<file path="config.mk">
export PLATFORM = sky130hd
export DESIGN_NAME = bin2bcd_seq
export DESIGN_NICKNAME = d
export VERILOG_FILES = /design/src/rtl/bcd_pkg.sv /design/src/rtl/bcd_add3_col.sv /design/src/rtl/bin2bcd_seq.sv
export SDC_FILE = /design/constraint.sdc
export NUM_CORES = 1
export LEC_CHECK = 0
export CAP_MARGIN = 20
export CORE_MARGIN = 2
export CORE_UTILIZATION = 49
export CTS_CLUSTER_SIZE = 40
export DETAILED_ROUTE_END_ITERATION = 8
export GPL_TIMING_DRIVEN = 0
export HOLD_SLACK_MARGIN = 0.15
export PLACE_DENSITY = 0.69
export SYNTH_ARGS = -nofsm -noshare
export SYNTH_HDL_FRONTEND = slang
export SYNTH_HIERARCHICAL = 1
export SYNTH_SLANG_ARGS = --single-unit
</file>
<file path="constraint.sdc">
create_clock -name clk -period 2.1 [get_ports clk]
set_input_delay 0.63 -clock clk [delete_from_list [all_inputs] [get_ports clk]]
set_output_delay 0.63 -clock clk [all_outputs]
set_load 0.005 [all_outputs]
</file>
<file path="src/rtl/bcd_pkg.sv">
// Shared definitions for the sequential binary-to-BCD converter:
// blank/nine digit codes, FSM encoding and the saturation pattern helper.
package bcd_pkg;

  localparam logic [3:0] BCD_BLANK  = 4'hF;
  localparam logic [3:0] BCD_NINE   = 4'h9;
  localparam int         MAX_DIGITS = 16;

  typedef enum logic [1:0] {
    IDLE  = 2'd0,
    SHIFT = 2'd1,
    DONE  = 2'd2
  } state_t;

  // All-nines pattern for the lowest 'digits' digits; callers slice to 4*DIGITS bits.
  function automatic logic [4*MAX_DIGITS-1:0] sat_pattern(input int digits);
    logic [4*MAX_DIGITS-1:0] r;
    r = '0;
    for (int i = 0; i < MAX_DIGITS; i++) begin
      if (i < digits) r[4*i +: 4] = BCD_NINE;
    end
    return r;
  endfunction

endpackage

</file>
<file path="src/rtl/bcd_add3_col.sv">
// One double-dabble correction column: adds 3 to a BCD digit that is 5 or more.
// A corrected digit never exceeds 4'hF, so no carry leaves the column.
module bcd_add3_col (
  input  logic [3:0] i_digit,
  output logic [3:0] o_digit
);

  assign o_digit = (i_digit >= 4'd5) ? (i_digit + 4'd3) : i_digit;

endmodule

</file>
<file path="src/rtl/bin2bcd_seq.sv">
// Sequential double-dabble binary-to-BCD converter, one input bit per clock,
// with start/done handshake and saturation. Optional macro: BCD_BLANK_EN.
module bin2bcd_seq
  import bcd_pkg::*;
#(
  parameter  int BIN_W  = 14,
  parameter  int DIGITS = 4,
  localparam int CNT_W  = $clog2(BIN_W + 1)
) (
  input  logic                clk,
  input  logic                rst,
  input  logic                start,
  input  logic [BIN_W-1:0]    value,
  output logic                busy,
  output logic                done,
  output logic [4*DIGITS-1:0] bcd,
  output logic                overflow
);

  localparam int AW = 4 * DIGITS;
  localparam logic [4*MAX_DIGITS-1:0] SAT_FULL = sat_pattern(DIGITS);
  localparam logic [AW-1:0]           SAT      = SAT_FULL[AW-1:0];

  state_t           r_state, w_next;
  logic             w_busy;
  logic [BIN_W-1:0] r_sh;
  logic [AW-1:0]    r_acc, w_acc_cor, r_bcd;
  logic [CNT_W-1:0] r_cnt;
  logic             r_ovf, r_overflow, r_done;

  // Leading-zero blanking for the display; digit 0 is always shown.
  function automatic logic [AW-1:0] f_present(input logic [AW-1:0] a);
    logic [AW-1:0] r;
    r = a;
`ifdef BCD_BLANK_EN
    begin
      logic lead;
      lead = 1'b1;
      for (int i = DIGITS - 1; i >= 1; i--) begin
        if (lead && (a[4*i +: 4] == 4'd0)) r[4*i +: 4] = BCD_BLANK;
        else                               lead = 1'b0;
      end
    end
`endif
    return r;
  endfunction

  for (genvar g = 0; g < DIGITS; g++) begin : g_col
    bcd_add3_col u_col (
      .i_digit (r_acc[4*g +: 4]),
      .o_digit (w_acc_cor[4*g +: 4])
    );
  end

  always_ff @(posedge clk or posedge rst) begin
    if (rst) r_state <= IDLE;
    else     r_state <= w_next;
  end

  always_comb begin
    w_next = r_state;
    w_busy = 1'b0;
    case (r_state)
      IDLE:    if (start) w_next = SHIFT;
      SHIFT: begin
        w_busy = 1'b1;
        if (r_cnt == CNT_W'(1)) w_next = DONE;
      end
      DONE:    w_next = IDLE;
      default: w_next = IDLE;
    endcase
  end

  always_ff @(posedge clk or posedge rst) begin
    if (rst) begin
      r_sh       <= '0;
      r_acc      <= '0;
      r_cnt      <= '0;
      r_ovf      <= 1'b0;
      r_bcd      <= '0;
      r_overflow <= 1'b0;
      r_done     <= 1'b0;
    end else begin
      r_done <= 1'b0;
      case (r_state)
        IDLE: begin
          if (start) begin
            r_sh  <= value;
            r_acc <= '0;
            r_ovf <= 1'b0;
            r_cnt <= CNT_W'(BIN_W);
          end
        end
        SHIFT: begin
          // A set MSB after correction would leave the accumulator: value needs more digits.
          {r_acc, r_sh} <= {w_acc_cor[AW-2:0], r_sh, 1'b0};
          r_ovf         <= r_ovf | w_acc_cor[AW-1];
          r_cnt         <= r_cnt - CNT_W'(1);
        end
        DONE: begin
          r_bcd      <= r_ovf ? SAT : f_present(r_acc);
          r_overflow <= r_ovf;
          r_done     <= 1'b1;
        end
        default: ;
      endcase
    end
  end

  assign busy     = w_busy;
  assign done     = r_done;
  assign bcd      = r_bcd;
  assign overflow = r_overflow;

endmodule

</file>
==> results of run 1 <==
-- registers in the layout, indices dropped and copies added (netlist names) --
register and cells:
r_ovf 1, r_acc 16, r_state 2, r_cnt 4, bcd 16, overflow 1
done 1, r_sh 14
-- Yosys cell counts, types with 2 or more instances --
master    instances  area share (%)
mux2i_1          16             5.9
nand2_1          48             6.7
a22o_1           16             5.2
a21oi_2           4             1.3
xnor2_1           4             1.3
a21oi_1           4            0.74
o21ai_1           8             1.5
buf_2             8             1.5
nand2b_1         18             4.2
a31oi_1           2            0.46
nor2b_1           2            0.46
clkbuf_1          3            0.42
o21ai_0          33             6.1
inv_1            13             1.8
ha_1             10             4.6
nor2_1           14             1.9
dfrtp_1          55              51
-- metrics by stage --
step / TNS (ns) / utilization [%] / area, um2
5_1_grt: 0 / 61.5 / 3330
2_1_floorplan: 0 / - / 2700
3_5_place_dp: -0.153 / 58.5 / 3160
3_3_place_gp: -51.25 / 58.2 / 3140
6_report: 0 / 61.5 / 3330
4_1_cts: 0 / 61.5 / 3330
-- repair_timing --
| action | CTS | global route |
|---|---|---|
| gates resized for setup | 6 | 0 |
| endpoints found under the hold margin | 0 | 0 |
| endpoints found under the setup margin | 1 | 0 |
| setup buffers | 2 | 0 |
-- report_power, final --
| group | internal [W] | switching, W | total, W |
|---|---|---|---|
| registers | 0.00147 | 0.000357 | 0.00183 |
| clock network | 0.000475 | 0.000351 | 0.000827 |
| logic | 0.00111 | 0.00100 | 0.00211 |
-- worst max-delay path: cells and delay by family, from the launching register on --
kind                   cells  cell delay (ns)
buffers and inverters      3             0.47
DFF                        1             0.43
and+or+nand+nor            1             0.15
-- final timing paths --
kind / start / end / slack (ns) / depth (start not counted)
worst max-delay path: r_state[1]$_DFFE_PP0P_ / busy / 0.12 / 4
worst min-delay path: bcd[5]$_DFFE_PP0P_ / bcd[5]$_DFFE_PP0P_ / 0.48 / 2
worst max register to register: r_state[0]$_DFFE_PP0P_ / bcd[9]$_DFFE_PP0P_ / 0.60 / 6
worst min register to register: bcd[5]$_DFFE_PP0P_ / bcd[5]$_DFFE_PP0P_ / 0.48 / 2
max in group asynchronous: rst / r_state[1]$_DFFE_PP0P_ / 0.97 / 3
min in group asynchronous: rst / r_acc[5]$_DFFE_PP0P_ / 0.60 / 2
-- cells by family after synthesis --
logic type / after synthesis / synth area share (%)
compound gates: 70 / 16.6
xor+xnor: 4 / 1.30
fa+ha+maj: 10 / 4.63
buf+inv: 28 / 5.46
flops: 55 / 50.9
mux: 17 / 6.34
simple gates: 87 / 14.8
-- area by class of cell --
type | count | area, um2
Tap cell | 72 | 90.1
Clock buffer | 5 | 68.8
Inverter | 14 | 68.8
Multi-Input combinational cell | 188 | 1180
Sequential cell | 55 | 1380
Timing Repair Buffer | 38 | 384
Fill cell | 487 | 2080
Buffer | 13 | 88.8
Clock inverter | 3 | 67.6
-- layer usage --
| layer | GRT usage, % | wire length (um) |
|---|---|---|
| met1 | 25.2 | 2460 |
| met4 | 4.74 | 57 |
| met2 | 30.6 | 2360 |
| met3 | 3.10 | 175 |
| met5 | 0 | 0 |
-- cells in the final DEF, fill, tap and decap left out --
master	synthesis	final
a22o_1	16	16
a21oi_2	4	4
inv_16	0	1
o21ai_0	33	33
buf_2	8	7
buf_4	1	2
a211o_1	1	1
dfrtp_1	55	54
and3_1	1	1
buf_12	1	2
a31oi_1	2	2
clkbuf_1	3	3
a22oi_1	1	1
bufinv_16	0	2
buf_6	1	2
clkbuf_8	0	5
inv_1	13	12
mux2i_1	16	16
inv_2	0	1
a21oi_1	4	4
nor2_1	14	14
dlygate4sd2_1	0	1
nand2b_4	1	1
nand2b_1	18	18
mux2_2	1	1
nor2b_1	2	2
clkinvlp_4	0	1
o21ai_1	8	8
nand3b_1	1	1
ha_1	10	10
or3_1	1	1
clkdlybuf4s50_1	0	34
xnor2_1	4	4
nand2_1	48	48
o21bai_4	1	1
dfrtp_2	0	1
and3b_1	1	1
==> results.json, run 1 <==
{
  "outcome": "finished, final reports clean",
  "grt_overflow": 0,
  "fin_cells": 388,
  "synth_fp_nets": 298,
  "wl_um": 5050,
  "rsz0062_at_grt": "false",
  "drive_above_1_share_pct": 9.81,
  "max_slew.worst_pin.slew_ns": 0.504,
  "hpwlAfterDp_um": 3530,
  "worst_setup_path_start_kind": "flip-flop",
  "start_util_pct": 50.0,
  "grt_max_degree": 41,
  "cp_cell_sequence": "nand2b_4, buf_12, inv_16, dlygate4sd2_1",
  "portBuffers": 35,
  "avgSynthCellArea_um2": 9.98,
  "synthArstFlopShare_pct": 100,
  "p_total_w": 0.00477,
  "ys_seq_elements": 55,
  "cts_sinks": 55,
  "place_congestion": 0.783,
  "clk_pin_slew_worst_paths_ns": 0.10,
  "yosysSeqAreaShare_pct": 50.9,
  "ant_nets": 0,
  "grt_pass1_vias": 1959,
  "die_h_um": 78.3,
  "place_ws_ns": -0.153,
  "cp.arrival_ns": 1.35,
  "syn_area_um2": 2700,
  "syn_inst": 271,
  "fin_crit_ns": 1.98,
  "area_growth_pct": 23.0,
  "antenna_cells": 0,
  "nNetsFinal": 342,
  "power_density_nw_per_um2": 1430,
  "drv_slew": 0,
  "end_kind": "output port",
  "synth-edff-count": 0,
  "critPathKind": "reg -> out",
  "place_inst": 379,
  "synth_top_flop_cell": "dfrtp_1",
  "fin_worst_skew_ns": 0.00684,
  "finalHoldViolations": 0,
  "p_leak_nw": 1.55,
  "die_area_um2": 6130,
  "critPathMaxFanout": 16,
  "ys_warn_count": 6,
  "ir_worst_vdd_uv": 729,
  "fin_ws_ns": 0.115,
  "clock_latency_ns": 0.31,
  "hold_slack_ns": 0.484,
  "cp.required_ns": 1.47,
  "grt_pass1_wl_um": 9000,
  "vias_per_cell": 5.11,
  "cts_made_buffers": 5,
  "slew_headroom_pct": 66.4,
  "crit_slowest_cell": "dfrtp_2",
  "clk_path_buf_depth": 2,
  "drc_errors": 0,
  "fin_crit_sh_pct": 94.5,
  "num_vias": 1984,
  "grt_usage_pct": 18.4,
  "drt-initial-drc-count": 112,
  "cts_root_buf": "clkbuf_8",
  "die_w_um": 78.3,
  "min_path_type": "reg -> reg",
  "io-pin-count": 36,
  "cts_hold_buf": 0,
  "htreeDepth": 2,
  "cap_violations": 0,
  "wl_per_cell_um": 13.0,
  "slowest_delay_ns": 0.43,
  "antenna_found_initial": 0,
  "netlist-cell-type-count": 30,
  "finalSetupViolations": 0,
  "cts_tree": "built",
  "clock.fmax_mhz": 504,
  "core_area_um2": 5410,
  "fp-row-count": 27,
  "first_pass_iters": 4
}
(Power assumes the default switching activity.)
==> inputs of run 2 (changes only) <==
PLACE_DENSITY = not set   (was 0.69)
PLACE_DENSITY_LB_ADDON = 0.15   (was not set)
==> run 2 against run 1 <==
Maximum frequency decreased by 1.2%. Highest routed layer unchanged. Non-clock buffer count did not move. Worst hold slack is essentially flat. Largest power group unchanged. Power decreased by 2.9%. Utilization decreased by 0.35 points. Final cell count unchanged.
==> results.json, run 2 (same netlist as run 1, synthesis figures left out) <==
{
  "io-pin-count": 36,
  "hpwlAfterDp_um": 3500,
  "clock.fmax_mhz": 498,
  "seqPwrFrac_pct": 39.6,
  "first_pass_iters": 4,
  "min_path_type": "reg -> reg",
  "grt_pass1_vias": 1895,
  "grt_max_degree": 32,
  "clockPowerShare_pct": 15.8,
  "switchingPower_w": 0.00167,
  "cts_root_buf": "clkbuf_8",
  "antenna_cells": 0,
  "outcome": "finished, final reports clean",
  "r2r_slack_ns": 0.52,
  "critPathKind": "reg -> out",
  "setup.worst_path.end": "busy",
  "drt-initial-drc-count": 84,
  "fin_ws_ns": 0.0915,
  "combPwrFrac_pct": 44.6,
  "internal_power_w": 0.00295,
  "htreeDepth": 2,
  "power_density_nw_per_um2": 1400,
  "startpoint": "r_state[0]$_DFFE_PP0P_",
  "place_congestion": 0.789,
  "final.setup.tns_ns": 0,
  "cts_sinks": 55,
  "wl_per_cell_um": 12.6,
  "drv_slew": 0,
  "p_leak_nw": 1.54,
  "worst_setup_path_start_kind": "flip-flop",
  "cp.required_ns": 1.47,
  "vias_per_cell": 5.09,
  "wl_um": 4890,
  "final_common_cell": "dfrtp_1",
  "fp-row-count": 27,
  "fin_crit_ns": 2.01,
  "grt_usage_pct": 17.6,
  "cts_tree": "built",
  "finalHoldViolations": 0,
  "r2r_cells": 6,
  "place_inst": 379,
  "worstReg2RegEnd": "bcd[3]$_DFFE_PP0P_",
  "num_vias": 1974,
  "end_kind": "output port",
  "fin_crit_sh_pct": 95.6,
  "antenna_found_initial": 0,
  "ir_worst_vdd_uv": 810,
  "grt_overflow": 0,
  "rsz0062_at_grt": "false",
  "fill_cells": 473,
  "place_area_um2": 3160,
  "place_ws_ns": -0.147,
  "layout_common_cells": "dfrtp_1, nand2_1, clkdlybuf4s50_1",
  "die_h_um": 78.3,
  "cap_violations": 0,
  "clk_path_buf_depth": 2,
  "ant_nets": 0,
  "portBuffers": 35,
  "finalSetupViolations": 0,
  "area_growth_pct": 22.3,
  "drive_above_1_share_pct": 9.81,
  "grt_pass1_wl_um": 8560,
  "cts_made_buffers": 5,
  "rr_startpoint": "r_state[1]$_DFFE_PP0P_",
  "start_util_pct": 50.0,
  "slew_headroom_pct": 62.9,
  "nNetsFinal": 342,
  "critPathMaxFanout": 16,
  "core_area_um2": 5410,
  "switching_share_pct": 36.1,
  "stdcell_area_um2": 3310,
  "clk_pin_slew_worst_paths_ns": 0.10,
  "max_slew.worst_pin.slew_ns": 0.555,
  "clock_latency_ns": 0.31,
  "die_w_um": 78.3,
  "fin_util_pct": 61.2,
  "drc_errors": 0,
  "die_area_um2": 6130,
  "fin_cells": 388,
  "cp.arrival_ns": 1.38,
  "fin_worst_skew_ns": 0.00494
}
-- run 2: routing by layer --
layer,vias up,GRT usage [%],routed length [um]
met2,40,29.7,2340
met3,5,2.41,160
li1,1003,-,-
met4,0,7.54,71
met5,-,0,0
met1,926,22.8,2320
-- run 2: stage by stage --
| stage | hold WS, ns | total power (W) |
|---|---|---|
| 2_1_floorplan | 0.449 | 0.00333 |
| 3_3_place_gp | 0.464 | 0.00384 |
| 3_5_place_dp | 0.472 | 0.00392 |
| 4_1_cts | 0.493 | 0.00467 |
| 5_1_grt | 0.509 | 0.00504 |
| 6_report | 0.484 | 0.00463 |
-- run 2: worst min-delay path by stage --
stage	cells after the start	end	slack [ns]	start
3_3_place_gp	2	bcd[14]$_DFFE_PP0P_	0.46	bcd[14]$_DFFE_PP0P_
2_1_floorplan	2	r_sh[10]$_DFFE_PP0P_	0.45	r_sh[10]$_DFFE_PP0P_
5_1_grt	2	bcd[2]$_DFFE_PP0P_	0.51	bcd[2]$_DFFE_PP0P_
4_1_cts	2	bcd[9]$_DFFE_PP0P_	0.49	bcd[9]$_DFFE_PP0P_
6_report	2	bcd[13]$_DFFE_PP0P_	0.48	bcd[13]$_DFFE_PP0P_
3_5_place_dp	2	bcd[12]$_DFFE_PP0P_	0.47	bcd[12]$_DFFE_PP0P_
-- run 2: critical path, cell delays in order, from the launching register on --
cell and delay, ns:
dfrtp_1 0.39, buf_6 0.14, nand2b_4 0.07, buf_12 0.15, inv_16 0.06, dlygate4sd2_1 0.26
-- run 2: final cells by class --
cell class,instances,area [um2],area share [%]
multi-input cells,188,1180,35.7
clock inverters,2,35.0,1.06
inverters,14,68.8,2.08
flip-flops and latches,55,1380,41.7
repair buffers,38,384,11.6
clock buffers,6,82.6,2.50
plain buffers,13,88.8,2.69
well taps,72,90.1,2.72
-- run 2: what timing repair did --
action | 4_1_cts | 5_1_grt
setup endpoints to repair | 1 | 0
hold buffers | 0 | 0
buffers inserted | 2 | 0
resized for setup | 6 | 0
-- run 2: power groups by stage --
stage               logic [W]  registers, W  clock network [W]
floorplan             0.00156       0.00177                  0
global placement      0.00200       0.00184                  0
detailed placement    0.00207       0.00185                  0
CTS                   0.00210       0.00183           0.000741
global route          0.00236       0.00189           0.000790
finish                0.00207       0.00183           0.000731
